===== config.mk =====
export PLATFORM = sky130hd
export DESIGN_NAME = clock_ui_ctrl
export DESIGN_NICKNAME = d
export VERILOG_FILES = /design/src/rtl/clock_ui_pkg.sv /design/src/rtl/clock_ui_ctrl_btn_sync_edge.sv /design/src/rtl/clock_ui_ctrl.sv
export SDC_FILE = /design/constraint.sdc
export NUM_CORES = 1
export LEC_CHECK = 0
export BUFFER_PORTS_ARGS = -buffer_cell sky130_fd_sc_hd__buf_2
export CAP_MARGIN = 10
export CORE_MARGIN = 2
export CORE_UTILIZATION = 57
export CTS_CLUSTER_DIAMETER = 80
export DETAILED_ROUTE_END_ITERATION = 8
export PLACE_DENSITY = 0.82
export SYNTH_ARGS = -nofsm -noshare
export SYNTH_HDL_FRONTEND = slang
export SYNTH_SLANG_ARGS = --single-unit

===== constraint.sdc =====
create_clock -name clk_1Hz -period 4.9 [get_ports clk_1Hz]
set_input_delay 0.98 -clock clk_1Hz [delete_from_list [all_inputs] [get_ports clk_1Hz]]
set_output_delay 0.98 -clock clk_1Hz [all_outputs]
set_load 0.02 [all_outputs]

===== src/rtl/clock_ui_pkg.sv =====
// clock_ui_pkg
//   Shared types and helpers for the front-panel controller.
//   - ui_mode_t   : mode code presented on ui_mode (6 and 7 are never produced)
//   - FLD_*       : field codes presented on ui_field
//   - BTN_*       : bit positions of the buttons inside the internal press vector
//   - ui_pulse_t  : bundle of every one-cycle command pulse
//   - is_set_mode / next_mode / next_field : mode and field stepping rules
package clock_ui_pkg;

    typedef enum logic [2:0] {
        MODE_CLOCK     = 3'd0,
        MODE_SET_TIME  = 3'd1,
        MODE_SET_ALARM = 3'd2,
        MODE_STOPWATCH = 3'd3,
        MODE_TIMER     = 3'd4,
        MODE_SET_TIMER = 3'd5
    } ui_mode_t;

    localparam logic [1:0] FLD_HOURS   = 2'd0;
    localparam logic [1:0] FLD_MINUTES = 2'd1;
    localparam logic [1:0] FLD_SECONDS = 2'd2;

    localparam int NUM_BUTTONS = 5;
    localparam int BTN_MODE    = 0;
    localparam int BTN_SEL     = 1;
    localparam int BTN_UP      = 2;
    localparam int BTN_GO      = 3;
    localparam int BTN_CLR     = 4;

    typedef struct packed {
        logic alarm_reset;
        logic reset_timer;
        logic stop_timer;
        logic start_timer;
        logic reset_stopwatch;
        logic stop_stopwatch;
        logic start_stopwatch;
        logic inc_timer_seconds;
        logic inc_timer_minutes;
        logic inc_timer_hours;
        logic inc_alarm_minutes;
        logic inc_alarm_hours;
        logic inc_seconds;
        logic inc_minutes;
        logic inc_hours;
    } ui_pulse_t;

    function automatic logic is_set_mode(input ui_mode_t m);
        return (m == MODE_SET_TIME) || (m == MODE_SET_ALARM) || (m == MODE_SET_TIMER);
    endfunction

    function automatic ui_mode_t next_mode(input ui_mode_t m);
        case (m)
            MODE_CLOCK:     return MODE_SET_TIME;
            MODE_SET_TIME:  return MODE_SET_ALARM;
            MODE_SET_ALARM: return MODE_STOPWATCH;
            MODE_STOPWATCH: return MODE_TIMER;
            MODE_TIMER:     return MODE_SET_TIMER;
            default:        return MODE_CLOCK;
        endcase
    endfunction

    // The alarm has no seconds field, so it only toggles hours/minutes.
    function automatic logic [1:0] next_field(input ui_mode_t m, input logic [1:0] f);
        if (m == MODE_SET_ALARM) begin
            return (f == FLD_HOURS) ? FLD_MINUTES : FLD_HOURS;
        end
        return (f >= FLD_SECONDS) ? FLD_HOURS : f + 2'd1;
    endfunction

endpackage


===== src/rtl/clock_ui_ctrl_btn_sync_edge.sv =====
// btn_sync_edge
//   Two-flop synchroniser for one raw push button followed by a rising-edge
//   detector against the previous synchronised sample.
//   Ports:
//     clk_1Hz  in   tick clock
//     reset    in   asynchronous, active-high
//     btn_raw  in   raw pad level
//     press    out  one-cycle pulse on each synchronised 0->1 transition
//     held     out  synchronised level (used for hold/auto-repeat)
module btn_sync_edge (
    input  logic clk_1Hz,
    input  logic reset,
    input  logic btn_raw,
    output logic press,
    output logic held
);

    logic sync1;
    logic sync2;
    logic prev;

    always_ff @(posedge clk_1Hz or posedge reset) begin
        if (reset) begin
            sync1 <= 1'b0;
            sync2 <= 1'b0;
            prev  <= 1'b0;
        end else begin
            sync1 <= btn_raw;
            sync2 <= sync1;
            prev  <= sync2;
        end
    end

    assign press = sync2 & ~prev;
    assign held  = sync2;

endmodule


===== src/rtl/clock_ui_ctrl.sv =====
// clock_ui_ctrl
//   Front-panel controller: turns five push buttons into mode selects and
//   one-cycle command pulses for the timekeeping core.
//   Optional build macro: CLOCK_UI_AUTO_REPEAT_EN (auto-repeat on held btn_up).
//   Ports:
//     clk_1Hz, reset (async, active-high)
//     btn_mode/btn_sel/btn_up/btn_go/btn_clr   raw buttons
//     is_stopwatch_running/is_timer_running/alarm_trigger   core status
//     *_mode            registered one-hot-or-zero mode levels
//     inc_*/start_*/stop_*/reset_*/alarm_reset  registered one-cycle pulses
//     ui_mode (3b)      current mode code (also the FSM state for debug)
//     ui_field (2b)     selected field 0=hours 1=minutes 2=seconds
//   Latency: a raw rising edge sampled at edge N acts after edge N+2.
module clock_ui_ctrl
    import clock_ui_pkg::*;
#(
    parameter int IDLE_TIMEOUT = 30,
    parameter int HOLD_DLY     = 2
) (
    input  logic       clk_1Hz,
    input  logic       reset,
    input  logic       btn_mode,
    input  logic       btn_sel,
    input  logic       btn_up,
    input  logic       btn_go,
    input  logic       btn_clr,
    input  logic       is_stopwatch_running,
    input  logic       is_timer_running,
    input  logic       alarm_trigger,
    output logic       set_time_mode,
    output logic       set_alarm_mode,
    output logic       stopwatch_mode,
    output logic       timer_mode,
    output logic       set_timer_mode,
    output logic       inc_hours,
    output logic       inc_minutes,
    output logic       inc_seconds,
    output logic       inc_alarm_hours,
    output logic       inc_alarm_minutes,
    output logic       inc_timer_hours,
    output logic       inc_timer_minutes,
    output logic       inc_timer_seconds,
    output logic       start_stopwatch,
    output logic       stop_stopwatch,
    output logic       reset_stopwatch,
    output logic       start_timer,
    output logic       stop_timer,
    output logic       reset_timer,
    output logic       alarm_reset,
    output logic [2:0] ui_mode,
    output logic [1:0] ui_field
);

    localparam int CNT_W = (IDLE_TIMEOUT > 0) ? $clog2(IDLE_TIMEOUT + 1) : 1;
    localparam logic [CNT_W-1:0] IDLE_LAST = CNT_W'(IDLE_TIMEOUT - 1);

    logic [NUM_BUTTONS-1:0] btn_raw;
    logic [NUM_BUTTONS-1:0] press;
    logic [NUM_BUTTONS-1:0] held;
    logic                   up_rep;
    logic                   up_evt;
    logic                   any_press;
    logic                   unused_held;

    ui_mode_t         mode_q, mode_d;
    logic [1:0]       field_q, field_d;
    logic [CNT_W-1:0] idle_q, idle_d;
    ui_pulse_t        pulse_q, pulse_d;
    logic [4:0]       lvl_q, lvl_d;

    assign btn_raw = {btn_clr, btn_go, btn_up, btn_sel, btn_mode};

    for (genvar gi = 0; gi < NUM_BUTTONS; gi++) begin : g_btn
        btn_sync_edge u_sync (
            .clk_1Hz (clk_1Hz),
            .reset   (reset),
            .btn_raw (btn_raw[gi]),
            .press   (press[gi]),
            .held    (held[gi])
        );
    end

`ifdef CLOCK_UI_AUTO_REPEAT_EN
    localparam int HOLD_W = (HOLD_DLY > 0) ? $clog2(HOLD_DLY + 1) : 1;
    localparam logic [HOLD_W-1:0] HOLD_LIM = HOLD_W'(HOLD_DLY);

    // hold_q counts cycles since the initial press while btn_up stays held,
    // saturating at HOLD_LIM; from then on every held cycle repeats.
    logic [HOLD_W-1:0] hold_q, hold_d;

    always_comb begin
        hold_d = hold_q;
        up_rep = 1'b0;
        if (press[BTN_UP]) begin
            hold_d = HOLD_W'(1);
        end else if (held[BTN_UP]) begin
            up_rep = (hold_q >= HOLD_LIM);
            if (hold_q < HOLD_LIM) hold_d = hold_q + HOLD_W'(1);
        end else begin
            hold_d = '0;
        end
    end

    always_ff @(posedge clk_1Hz or posedge reset) begin
        if (reset) hold_q <= '0;
        else       hold_q <= hold_d;
    end
`else
    assign up_rep = 1'b0;
`endif

    // Held levels only matter for auto-repeat.
    assign unused_held = (^held) ^ (HOLD_DLY != 0);

    assign up_evt    = press[BTN_UP] | up_rep;
    assign any_press = (|press) | up_rep;

    // State register (mode/field/idle counter) plus registered outputs.
    always_ff @(posedge clk_1Hz or posedge reset) begin
        if (reset) begin
            mode_q  <= MODE_CLOCK;
            field_q <= FLD_HOURS;
            idle_q  <= '0;
            pulse_q <= '0;
            lvl_q   <= '0;
        end else begin
            mode_q  <= mode_d;
            field_q <= field_d;
            idle_q  <= idle_d;
            pulse_q <= pulse_d;
            lvl_q   <= lvl_d;
        end
    end

    // Next state: btn_mode wins outright; otherwise sel, then idle timeout.
    always_comb begin
        mode_d  = mode_q;
        field_d = field_q;
        idle_d  = idle_q;
        if (press[BTN_MODE]) begin
            mode_d  = next_mode(mode_q);
            field_d = FLD_HOURS;
            idle_d  = '0;
        end else begin
            if (press[BTN_SEL]) field_d = next_field(mode_q, field_q);
            if (!is_set_mode(mode_q) || (IDLE_TIMEOUT == 0) || any_press) begin
                idle_d = '0;
            end else if (idle_q == IDLE_LAST) begin
                mode_d  = MODE_CLOCK;
                field_d = FLD_HOURS;
                idle_d  = '0;
            end else if (idle_q != '1) begin
                idle_d = idle_q + CNT_W'(1);
            end
        end
    end

    // Output decode. Increments use field_d so a same-cycle sel retargets up.
    always_comb begin
        pulse_d = '0;
        lvl_d   = '0;
        if (!press[BTN_MODE]) begin
            if (up_evt) begin
                case (mode_q)
                    MODE_SET_TIME: begin
                        pulse_d.inc_hours   = (field_d == FLD_HOURS);
                        pulse_d.inc_minutes = (field_d == FLD_MINUTES);
                        pulse_d.inc_seconds = (field_d == FLD_SECONDS);
                    end
                    MODE_SET_ALARM: begin
                        pulse_d.inc_alarm_hours   = (field_d == FLD_HOURS);
                        pulse_d.inc_alarm_minutes = (field_d == FLD_MINUTES);
                    end
                    MODE_SET_TIMER: begin
                        pulse_d.inc_timer_hours   = (field_d == FLD_HOURS);
                        pulse_d.inc_timer_minutes = (field_d == FLD_MINUTES);
                        pulse_d.inc_timer_seconds = (field_d == FLD_SECONDS);
                    end
                    default: ;
                endcase
            end
            if (press[BTN_GO]) begin
                if (mode_q == MODE_STOPWATCH) begin
                    pulse_d.start_stopwatch = !is_stopwatch_running;
                    pulse_d.stop_stopwatch  = is_stopwatch_running;
                end else if (mode_q == MODE_TIMER) begin
                    pulse_d.start_timer = !is_timer_running;
                    pulse_d.stop_timer  = is_timer_running;
                end
            end
            if (press[BTN_CLR]) begin
                if (alarm_trigger)                 pulse_d.alarm_reset     = 1'b1;
                else if (mode_q == MODE_STOPWATCH) pulse_d.reset_stopwatch = 1'b1;
                else if (mode_q == MODE_TIMER)     pulse_d.reset_timer     = 1'b1;
            end
        end
        case (mode_d)
            MODE_SET_TIME:  lvl_d[0] = 1'b1;
            MODE_SET_ALARM: lvl_d[1] = 1'b1;
            MODE_STOPWATCH: lvl_d[2] = 1'b1;
            MODE_TIMER:     lvl_d[3] = 1'b1;
            MODE_SET_TIMER: lvl_d[4] = 1'b1;
            default: ;
        endcase
    end

    assign set_time_mode     = lvl_q[0];
    assign set_alarm_mode    = lvl_q[1];
    assign stopwatch_mode    = lvl_q[2];
    assign timer_mode        = lvl_q[3];
    assign set_timer_mode    = lvl_q[4];
    assign inc_hours         = pulse_q.inc_hours;
    assign inc_minutes       = pulse_q.inc_minutes;
    assign inc_seconds       = pulse_q.inc_seconds;
    assign inc_alarm_hours   = pulse_q.inc_alarm_hours;
    assign inc_alarm_minutes = pulse_q.inc_alarm_minutes;
    assign inc_timer_hours   = pulse_q.inc_timer_hours;
    assign inc_timer_minutes = pulse_q.inc_timer_minutes;
    assign inc_timer_seconds = pulse_q.inc_timer_seconds;
    assign start_stopwatch   = pulse_q.start_stopwatch;
    assign stop_stopwatch    = pulse_q.stop_stopwatch;
    assign reset_stopwatch   = pulse_q.reset_stopwatch;
    assign start_timer       = pulse_q.start_timer;
    assign stop_timer        = pulse_q.stop_timer;
    assign reset_timer       = pulse_q.reset_timer;
    assign alarm_reset       = pulse_q.alarm_reset;
    assign ui_mode           = mode_q;
    assign ui_field          = field_q;

endmodule

# Word level (Yosys, flattened, before mapping)

Cells that the tools add are included.

Register bits after elaboration: 45
Latch bits: 0
RAM bits: 0
Bits in read-only memories: 0
Input port bits: 10
Output and inout port bits: 25
Word-level logic and storage cells: 114
Memories kept: 0

Add/subtract/negate cells: 2
$mul: 0
Divide/modulo/power cells: 0
Order comparisons: 1
Equal/unequal tests: 14
Shifts and indexed selects: 0
Mux-type cells: 42
Bitwise operators: 10
Reduce and logical (&&, ||, !) cells: 11

Operators by type and width:

| cell                                                                   | count |
|---|---|
| 2-bit two-way mux                                                      | 14 |
| 5-bit two-way mux                                                      | 4 |
| 1-bit two-way mux                                                      | 16 |
| 15-bit two-way mux                                                     | 1 |
| 3-bit two-way mux                                                      | 5 |
| 3-bit case mux with 5 select lines                                     | 1 |
| 3-bit by 2-bit equality test with 1-bit output (second input constant) | 4 |
| 3-bit equality test (second input constant)                            | 4 |
| 8-bit two-way mux                                                      | 1 |
| 3-bit by 1-bit equality test with 1-bit output (second input constant) | 2 |
| 5-bit by 1-bit adder with 5-bit output (second input constant)         | 1 |
| 1-bit bitwise AND                                                      | 5 |
| 5-bit equality test (second input constant)                            | 1 |
| 5-bit inequality test (second input constant)                          | 1 |
| 1-bit inverter                                                         | 5 |
| 5-bit OR reduction                                                     | 1 |
| 2-bit zero test                                                        | 2 |
| 4-bit nonzero test                                                     | 1 |
| 1-bit zero test                                                        | 3 |
| 3-bit zero test                                                        | 1 |
| 1-bit logical OR                                                       | 3 |
| 2-bit by 1-bit adder with 2-bit output (second input constant)         | 1 |
| 2-bit by 1-bit equality test with 1-bit output (second input constant) | 1 |
| 2-bit equality test (second input constant)                            | 1 |
| 2-bit >= comparator (second input constant)                            | 1 |

# Longest topological paths before layout

Gate-level depths: netlist of the first run.

Word-level depth: 13
Gate-level depth with buffers: 7
Mapped depth without buffers: 6

# Modules after synthesis

From an unflattened synthesis of the first run, not the netlist that was laid out.

Cells, all modules: 158
Area, all modules: 1844.3 sq um

Modules (own cells, without submodules):

| module        | instances | cells each | area each (sq um) | seq. area each (sq um) |
|---|---|---|---|---|
| clock_ui_ctrl | 1         | 133        | 1381.3            | 750.7 |
| btn_sync_edge | 5         | 5          | 92.6              | 75.1 |

# Least setup slack after synthesis of the first run

Ideal clock, no wire load.

Path type: reg2reg
From: reg idle_q[1]
To: reg mode_q[1] (netlist: ui_mode[1])
Setup time: 0.124 ns
Data arrival time: 1.562 ns
Data required time: 4.776 ns
Path slack: 3.214 ns
Stages on the path, launching flop included: 7
Path buffers: 0
Period minus slack after synthesis: 1.686 ns
Cells stage by stage: dfrtp_1 -> inv_1 -> ha_1 -> nand4_1 -> or3_1 -> o21a_1 -> a211o_1

Longest elaborated chain between the ends: 4

RTL lines:

| what                     | line                 | source |
|---|---|---|
| start: declaration       | clock_ui_ctrl.sv:67  | `logic [CNT_W-1:0] idle_q, idle_d;` |
| start signal: assignment | clock_ui_ctrl.sv:129 | `idle_q <= idle_d;` |
| 5-bit equality test      | clock_ui_ctrl.sv:148 | `end else if (idle_q == IDLE_LAST) begin` |
| 3-bit two-way mux        | clock_ui_ctrl.sv:148 |  |
| 3-bit two-way mux        | clock_ui_ctrl.sv:146 | `if (!is_set_mode(mode_q) \|\| (IDLE_TIMEOUT == 0) \|\| any_press) begin` |
| 3-bit two-way mux        | clock_ui_ctrl.sv:140 | `if (press[BTN_MODE]) begin` |
| named net mode_d[1]      | clock_ui_ctrl.sv:65  | `ui_mode_t mode_q, mode_d;` |
| end signal: assignment   | clock_ui_ctrl.sv:127 | `mode_q <= mode_d;` |
| end: declaration         | clock_ui_ctrl.sv:65  |  |

The timed path passes the listed nets, and every way through them passes these cells.
A chain may end at the register's enable or synchronous reset.

# Final worst setup path of the first run

From: reg mode_q[0] (netlist: ui_mode[0])
To: out ui_mode[0]

RTL lines:

| what             | line                | source |
|---|---|---|
| end: declaration | clock_ui_ctrl.sv:50 | `output logic [2:0] ui_mode,` |

No word-level cell between the ends.

==> summary.txt, run 1 <==
Run status
  • Outcome: completed

Critical path
  • Reg-to-Reg Start: idle_q[1]
  • Worst reg2reg path endpoint: ui_mode[0]
  • R2R Setup Slk: ~3.1 ns
  • Worst r2r path cells: 6
  • Slowest-stage cell, CP: dfrtp_1
  • Arr. time, crit path: 1.18 ns
  • CP cell instances: buf_2
  • Worst EP required: roughly 3.9 ns
  • Worst-path fanout max: 12
  • WP depth: 1
  • Startpoint types: register
  • Setup crit end: ui_mode[0]
  • Critical Path Sink Type: primary output
  • Largest delay share family, worst path: flip-flops
  • Setup CP Type: reg -> out
  • CP startpoint: ui_mode[0]
  • Crit-path max cell delay: approximately 0.6 ns
  • Buffer and inverter count on the worst path: 1

GRT
  • Vias in the first global route: roughly 1,200
  • Remaining Overflow, GRT: 0
  • Total Routing Usage GR: 0.206
  • Largest net degree at the start of global routing: 46
  • Initial antenna violation count: 0
  • First-pass GRT wire length: ~5.2 mm

Synth
  • Main flop type after synthesis: dfrtp_1
  • Synth top area share: 0.650
  • Top area cells in the synthesized netlist: dfrtp_1, nor2_1, nand2b_1
  • Register bit total from synthesis: between 40 and 50
  • Asr flop ratio synth: 1.00
  • Sequential share of the synthesized area: 0.650
  • EDFF count, synth: 0
  • Syn Area/Cell: 11.7 µm²
  • Netlist Area Pre-Place: roughly 1700 µm²
  • Post-synthesis cell type count: 35
  • Ys Warns: 0
  • Synth Instances: about 150
  • Synthesized Nets: ~160
  • Cell taking the most area after synthesis: dfrtp_1

Layout
  • Area Overhead vs Synth: 14.2%
  • Footprint of the multi-input gates: 573 µm²
  • Most frequent cells in the layout: dfrtp_1, buf_2, nor2_1
  • Number of fill cells: 247
  • Register area: between 1000 and 1500 µm²
  • N_diodes: 0
  • Layout Nets: between 150 and 200
  • Layout cells sized above 1: 0.226
  • Most common cell after layout, fill and taps aside: dfrtp_1

Clock network
  • Worst-path clk slew: 0.11 ns
  • Root Buffer: clkbuf_4
  • Cts bufs inserted: 5
  • Max clock buf depth: 2
  • Setup Fix Bufs, Post-CTS: 0
  • Number of gates resized after CTS: 0
  • Hold_buf cts: 0
  • H-tree Lvls: 2
  • Clock Latency Late Sink: 0.34 ns
  • CTS sink count: 45
  • CTS tree: done

Detailed routing
  • WL per Instance: ~14 µm
  • Routed wire length: ~3.1 mm
  • DR pass1 iterations: 4
  • ANT nets after route: 0
  • Initial DRC Count: 39
  • Vias per cell: 5.58
  • Vias: between 1,000 and 1,500
  • # DRC: 0

Timing
  • Slew Limit Fails: 0
  • RSZ-0062 raised after global routing: false
  • Final period utilization: 0.441
  • Fmax achieved: approximately 460 MHz
  • Relative slew slack: 0.644
  • Tmin final: roughly 2.2 ns
  • Setup Viol. Count Final: 0
  • Final hold violations: 0
  • Clock skew: around 0.0069 ns
  • Setup TNS: 0 ns
  • Slew @ Worst Pin: ~0.53 ns

Run
  • Max_cap viols: 0

Floorplanning
  • Die height: approximately 59 µm
  • I/O pins: 35
  • Initial Utilization: 0.582
  • Die area: approximately 3500 µm²
  • FP Rows: 20
  • Core box area: between 2000 and 3000 µm²
  • Die X: between 50 and 60 µm

Pwr
  • Static leakage: just over 0.001 µW
  • Total Power: ~800 µW
  • Maximum vdd drop: ~0.00023 V
  • Power per cell area: 405 nW/µm²

Worst hold path
  • Worst Hold Class: reg -> reg

Placement
  • DP Wirelength: around 2.2 mm
  • Placer Congestion: approximately 0.88
  • Port bufs: 34
routing by layer:
layer	up-vias	share of wire	GRT usage	wire, µm
met5	-	0	0	0
met4	0	0.016	0.117	50
met3	4	0.053	0.0677	162
met2	36	0.50	0.324	1540
met1	603	0.43	0.250	1310
li1	580	-	-	-
final cells by class:
cell class	count	share of cell area
multi-input cells	95	0.290
inverters	3	0.00569
clock buffers	8	0.0247
repair buffers	35	0.0898
well taps	33	0.0209
flip-flops and latches	45	0.569
cell families (layout without fill, tap and decap cells):
family,after synthesis,in the layout,synth area share
simple gates,66,66,0.204
flops,45,45,0.650
compound gates,23,23,0.0895
buf+inv,8,46,0.0195
fa+ha+maj,3,3,0.0217
xor+xnor,3,3,0.0152
cells in the mapped netlist, drive strengths merged (2+ instances only):
cell	instances
a211o	2
a21boi	2
a21oi	7
and3	5
buf	4
dfrtp	45
ha	3
inv	3
nand2	11
nand2b	9
nand3	4
nand3b	2
nand4	2
nor2	17
nor2b	4
nor3	4
nor4	2
o21a	2
o21ai	4
xor2	2
how the worst min path moves through the flow:
stage,start,endpoint,slack [ns],cells past startpoint
after detailed placement,g_btn[0].u_sync.sync1,g_btn[0].u_sync.held,0.34,0
after floorplan,g_btn[0].u_sync.sync1,g_btn[0].u_sync.held,0.33,0
after global placement,g_btn[2].u_sync.sync1,g_btn[2].u_sync.held,0.33,0
after global routing,g_btn[0].u_sync.sync1,g_btn[0].u_sync.held,0.37,0
final,g_btn[0].u_sync.sync1,g_btn[0].u_sync.held,0.36,0
after CTS,g_btn[0].u_sync.sync1,g_btn[0].u_sync.held,0.36,0
registers in the layout, summed over array words and instances, names as in the netlist:
signal	cells
alarm_reset	1
g_btn.u_sync.held	5
g_btn.u_sync.prev	5
g_btn.u_sync.sync1	5
idle_q	5
inc_alarm_hours	1
inc_alarm_minutes	1
inc_hours	1
inc_minutes	1
inc_seconds	1
inc_timer_hours	1
inc_timer_minutes	1
inc_timer_seconds	1
lvl_q	5
reset_stopwatch	1
reset_timer	1
start_stopwatch	1
start_timer	1
stop_stopwatch	1
stop_timer	1
ui_field	2
ui_mode	3
through the flow:
stage | hold slack [ns] | utilization | setup WS (ns) | cells | cell area [µm²]
after detailed placement | 0.340 | 0.648 | 3.10 | 211 | 1930
after global routing | 0.368 | 0.664 | 2.67 | 219 | 1980
after global placement | 0.334 | 0.648 | 3.15 | 211 | 1930
after floorplan | 0.331 | - | 2.86 | 148 | 1730
after CTS | 0.360 | 0.664 | 2.72 | 219 | 1980
final | 0.356 | 0.664 | 2.74 | 219 | 1980
report_power, final:
| group | internal [µW] | switching, µW | total, µW |
|---|---|---|---|
| Combinational | 72.9 | 118 | 191 |
| Clock | 57.3 | 102 | 159 |
| Sequential | 408 | 42.5 | 451 |
(Power assumes the default switching activity.)
==> run 2: changes to the inputs <==
--- a/config.mk
+++ b/config.mk
@@ -5,13 +5,14 @@
 export SDC_FILE = /design/constraint.sdc
 export NUM_CORES = 1
 export LEC_CHECK = 0
+export ABC_AREA = 1
 export BUFFER_PORTS_ARGS = -buffer_cell sky130_fd_sc_hd__buf_2
 export CAP_MARGIN = 10
 export CORE_MARGIN = 2
-export CORE_UTILIZATION = 57
+export CORE_UTILIZATION = 53
 export CTS_CLUSTER_DIAMETER = 80
 export DETAILED_ROUTE_END_ITERATION = 8
-export PLACE_DENSITY = 0.82
+export PLACE_DENSITY = 0.77
 export SYNTH_ARGS = -nofsm -noshare
 export SYNTH_HDL_FRONTEND = slang
 export SYNTH_SLANG_ARGS = --single-unit
==> constraint.sdc (replaced) <==
create_clock -name clk_1Hz -period 2 [get_ports clk_1Hz]
set_input_delay 0.4 -clock clk_1Hz [delete_from_list [all_inputs] [get_ports clk_1Hz]]
set_output_delay 0.4 -clock clk_1Hz [all_outputs]
set_load 0.02 [all_outputs]
==> summary.txt, run 2 <==
Timing
  • Final worst slack: 0.355 ns (-2.39 ns)
  • Final period utilization: 0.823
  • Setup Viol. Count Final: 0 (unchanged)
  • Relative slew slack: 0.647 (+0.00295)
  • Slew Limit Fails: 0 (unchanged)
  • Slew @ Worst Pin: 0.530 ns (-0.00443 ns)
  • Final hold violations: 0 (unchanged)
  • RSZ-0062 raised after global routing: false
  • Tmin final: roughly 1.6 ns
  • Clock skew: 0.00724 ns (+0.000388 ns)
  • Setup TNS: 0 ns (unchanged)
  • Fmax achieved: ~610 MHz

Layout
  • Layout cells sized above 1: 0.274 (+0.0482)
  • Most frequent cells in the layout: dfrtp_1, buf_2, nand2_1
  • Number of fill cells: 269 (+8.9%)
  • Layout Nets: 220 (+11%)
  • Register area: 1130 µm² (unchanged)
  • Area Overhead vs Synth: 15.1%
  • Final core occ: 0.627 (-0.0372)
  • N_diodes: 0 (unchanged)
  • Footprint of the multi-input gates: 574 µm² (+0.22%)
  • Most common cell after layout, fill and taps aside: dfrtp_1

Synth
  • Top cells by count, synth: dfrtp_1, nand2_1, nor2_1, inv_1, nand3_1
  • Netlist Area Pre-Place: 1790 µm² (+3.2%)
  • Largest family of logic cells by synthesized area: simple AND/OR/NAND/NOR gates
  • Register bit total from synthesis: 45 (unchanged)
  • Post-synthesis simple-gate area fraction: 0.248 (+0.0439)
  • EDFF count, synth: 0 (unchanged)
  • Main flop type after synthesis: dfrtp_1
  • Sequential share of the synthesized area: 0.629 (-0.0204)
  • Post-Synth Adder-Cell Area: 0.0210 (-0.000682)
  • Synth Area in XOR/XNOR: 0.0147 (-0.000477)
  • Ys Warns: 0 (unchanged)
  • Syn Area/Cell: 10.8 µm² (-7.9%)
  • Synthesized Nets: 179 (+11%)
  • Asr flop ratio synth: 1.00 (unchanged)
  • Synth Instances: 166 (+12%)
  • Cell taking the most area after synthesis: dfrtp_1
  • Most common cell in the netlist: dfrtp_1
  • Synth top area share: 0.629 (-0.0204)
  • Post-synthesis cell type count: 27 (-23%)
  • Multiplexer area fraction after synthesis: 0 (unchanged)
  • Post-synthesis compound-gate area fraction: 0.0371 (-0.0525)
  • Top area cells in the synthesized netlist: dfrtp_1, nand2_1, nor2_1

GRT
  • Remaining Overflow, GRT: 0 (unchanged)
  • Total Routing Usage GR: 0.186 (-0.0207)
  • Vias in the first global route: 1,272 (+8.1%)
  • First-pass GRT wire length: 5.52 mm (+6.1%)
  • Largest net degree at the start of global routing: 46 (unchanged)
  • Initial antenna violation count: 0 (unchanged)

Floorplanning
  • Die X: 62.1 µm (+5.0%)
  • Die height: 62.1 µm (+5.0%)
  • Die area: 3860 µm² (+10%)
  • FP Rows: 21 (+5.0%)
  • I/O pins: 35 (unchanged)
  • Initial Utilization: 0.545 (-0.0372)
  • Core box area: 3280 µm² (+10%)

Detailed routing
  • # DRC: 0 (unchanged)
  • Met1 wire length: 1.30 mm (-1.3%)
  • WL per Instance: 11.9 µm (-15%)
  • ANT nets after route: 0 (unchanged)
  • Vias per cell: 4.94 (-12%)
  • Max layer used: met4
  • Vias: 1,254 (+2.5%)
  • Met2 WL: 1.48 mm (-4.4%)
  • Met3 WL: 192 µm (+19%)
  • Initial DRC Count: 48 (+23%)
  • Routed wire length: 3.03 mm (-1.5%)
  • DR pass1 iterations: 4 (unchanged)

Worst hold path
  • Hold EP: g_btn[1].u_sync.sync1
  • Min-Delay Path Depth: 1 (+1)
  • Worst Hold Class: in -> reg
  • Worst Hold Launch: btn_sel

Clock network
  • Number of gates resized after CTS: 0 (unchanged)
  • Cts bufs inserted: 5 (unchanged)
  • Hold_buf cts: 0 (unchanged)
  • CTS sink count: 45 (unchanged)
  • CTS tree: done
  • H-tree Lvls: 2 (unchanged)
  • Setup Fix Bufs, Post-CTS: 0 (unchanged)
  • Max clock buf depth: 2 (unchanged)
  • Worst-path clk slew: 0.11 ns (about the same)
  • Root Buffer: clkbuf_4
  • Clock Latency Late Sink: 0.34 ns (about the same)

Critical path
  • Setup CP Type: reg -> reg
  • R2R Setup Slk: 0.35 ns (-2.73 ns)
  • Reg-to-Reg Start: idle_q[0]
  • Worst EP required: 2.24 ns (-1.68 ns)
  • Worst-path fanout max: 5 (-7)
  • Startpoint types: register
  • Arr. time, crit path: 1.88 ns (+0.70 ns)
  • Worst r2r path cells: 9 (+3)
  • Worst reg2reg path endpoint: idle_q[2]
  • Critical Path Sink Type: register

Placement
  • DP Wirelength: 2.26 mm (+1.6%)
  • Placer Congestion: 0.798 (-9.6%)
  • Port bufs: 34 (unchanged)
  • Place WS: 0.378 ns (-2.73 ns)

Pwr
  • Total Power: 1990 µW (+150%)
  • Maximum vdd drop: 0.000688 V (+200%)
  • Power per cell area: 965 nW/µm² (+140%)
  • Static leakage: 0.00112 µW (+9.7%)

Run
  • Max_cap viols: 0 (unchanged)

Run status
  • Outcome: completed
run 2: cell types whose count changed after synthesis, moves of 3 or more:
cell,before,now
nand3_2,0,3
inv_1,3,17
nor2_1,17,22
nand2b_1,9,0
nor2b_1,4,0
nand2_1,11,30
a21oi_1,7,1
nand3_1,4,10
inv_2,0,3
and3_1,5,0
nor2_4,0,3
buf_2,3,0
run 2: per-stage QoR:
stage	cells	hold WS [ns]	cell area [µm²]
final	254	0.158	2060
after global routing	254	0.126	2060
after CTS	254	0.134	2060
after detailed placement	246	0.337	2010
after global placement	246	0.334	2010
after floorplan	166	0.331	1790
run 2: cell type report:
type / count / area share
Sequential cell: 45 / 0.547
Multi-Input combinational cell: 100 / 0.279
Timing Repair Buffer: 35 / 0.0863
Inverter: 20 / 0.0365
Tap cell: 46 / 0.0279
Clock buffer: 8 / 0.0237
run 2: cells by family (layout without fill, tap and decap cells):
| family | Yosys count | in the layout |
|---|---|---|
| xor gates and xnor gates | 3 | 3 |
| AOI/OAI and AO/OA | 10 | 10 |
| adders and majority gates | 3 | 3 |
| and+or+nand+nor | 84 | 84 |
| DFF | 45 | 45 |
| buffers and inverters | 21 | 63 |
run 2: how the worst max path moves through the flow:
stage                        to  depth (start not counted)      start
finish                idle_q[2]                          9  idle_q[0]
detailed placement    idle_q[2]                          9  idle_q[0]
floorplan           alarm_reset                          1      reset
global placement    inc_minutes                          9  idle_q[1]
CTS                   idle_q[2]                          9  idle_q[0]
global route          idle_q[2]                          9  idle_q[0]
run 2: power breakdown:
group          leakage [µW]  switching [µW]  internal [µW]
combinational      0.000508             361            160
sequential         0.000584            78.6           1000
clock             0.0000265             247            140
run 2: worst max-delay path, stage by stage, from the launching register on:
cell and delay, ns:
dfrtp_1 0.42, ha_1 0.21, inv_1 0.05, nor2_1 0.11
ha_1 0.20, inv_1 0.08, nor2_1 0.27, nand2_1 0.09
nand2_1 0.07, nand2_1 0.04
run 2: per-layer routing:
layer	up-vias	GRT usage
li1	613	-
met3	4	0.0562
met1	594	0.213
met4	0	0.0833
met2	43	0.321
met5	-	0
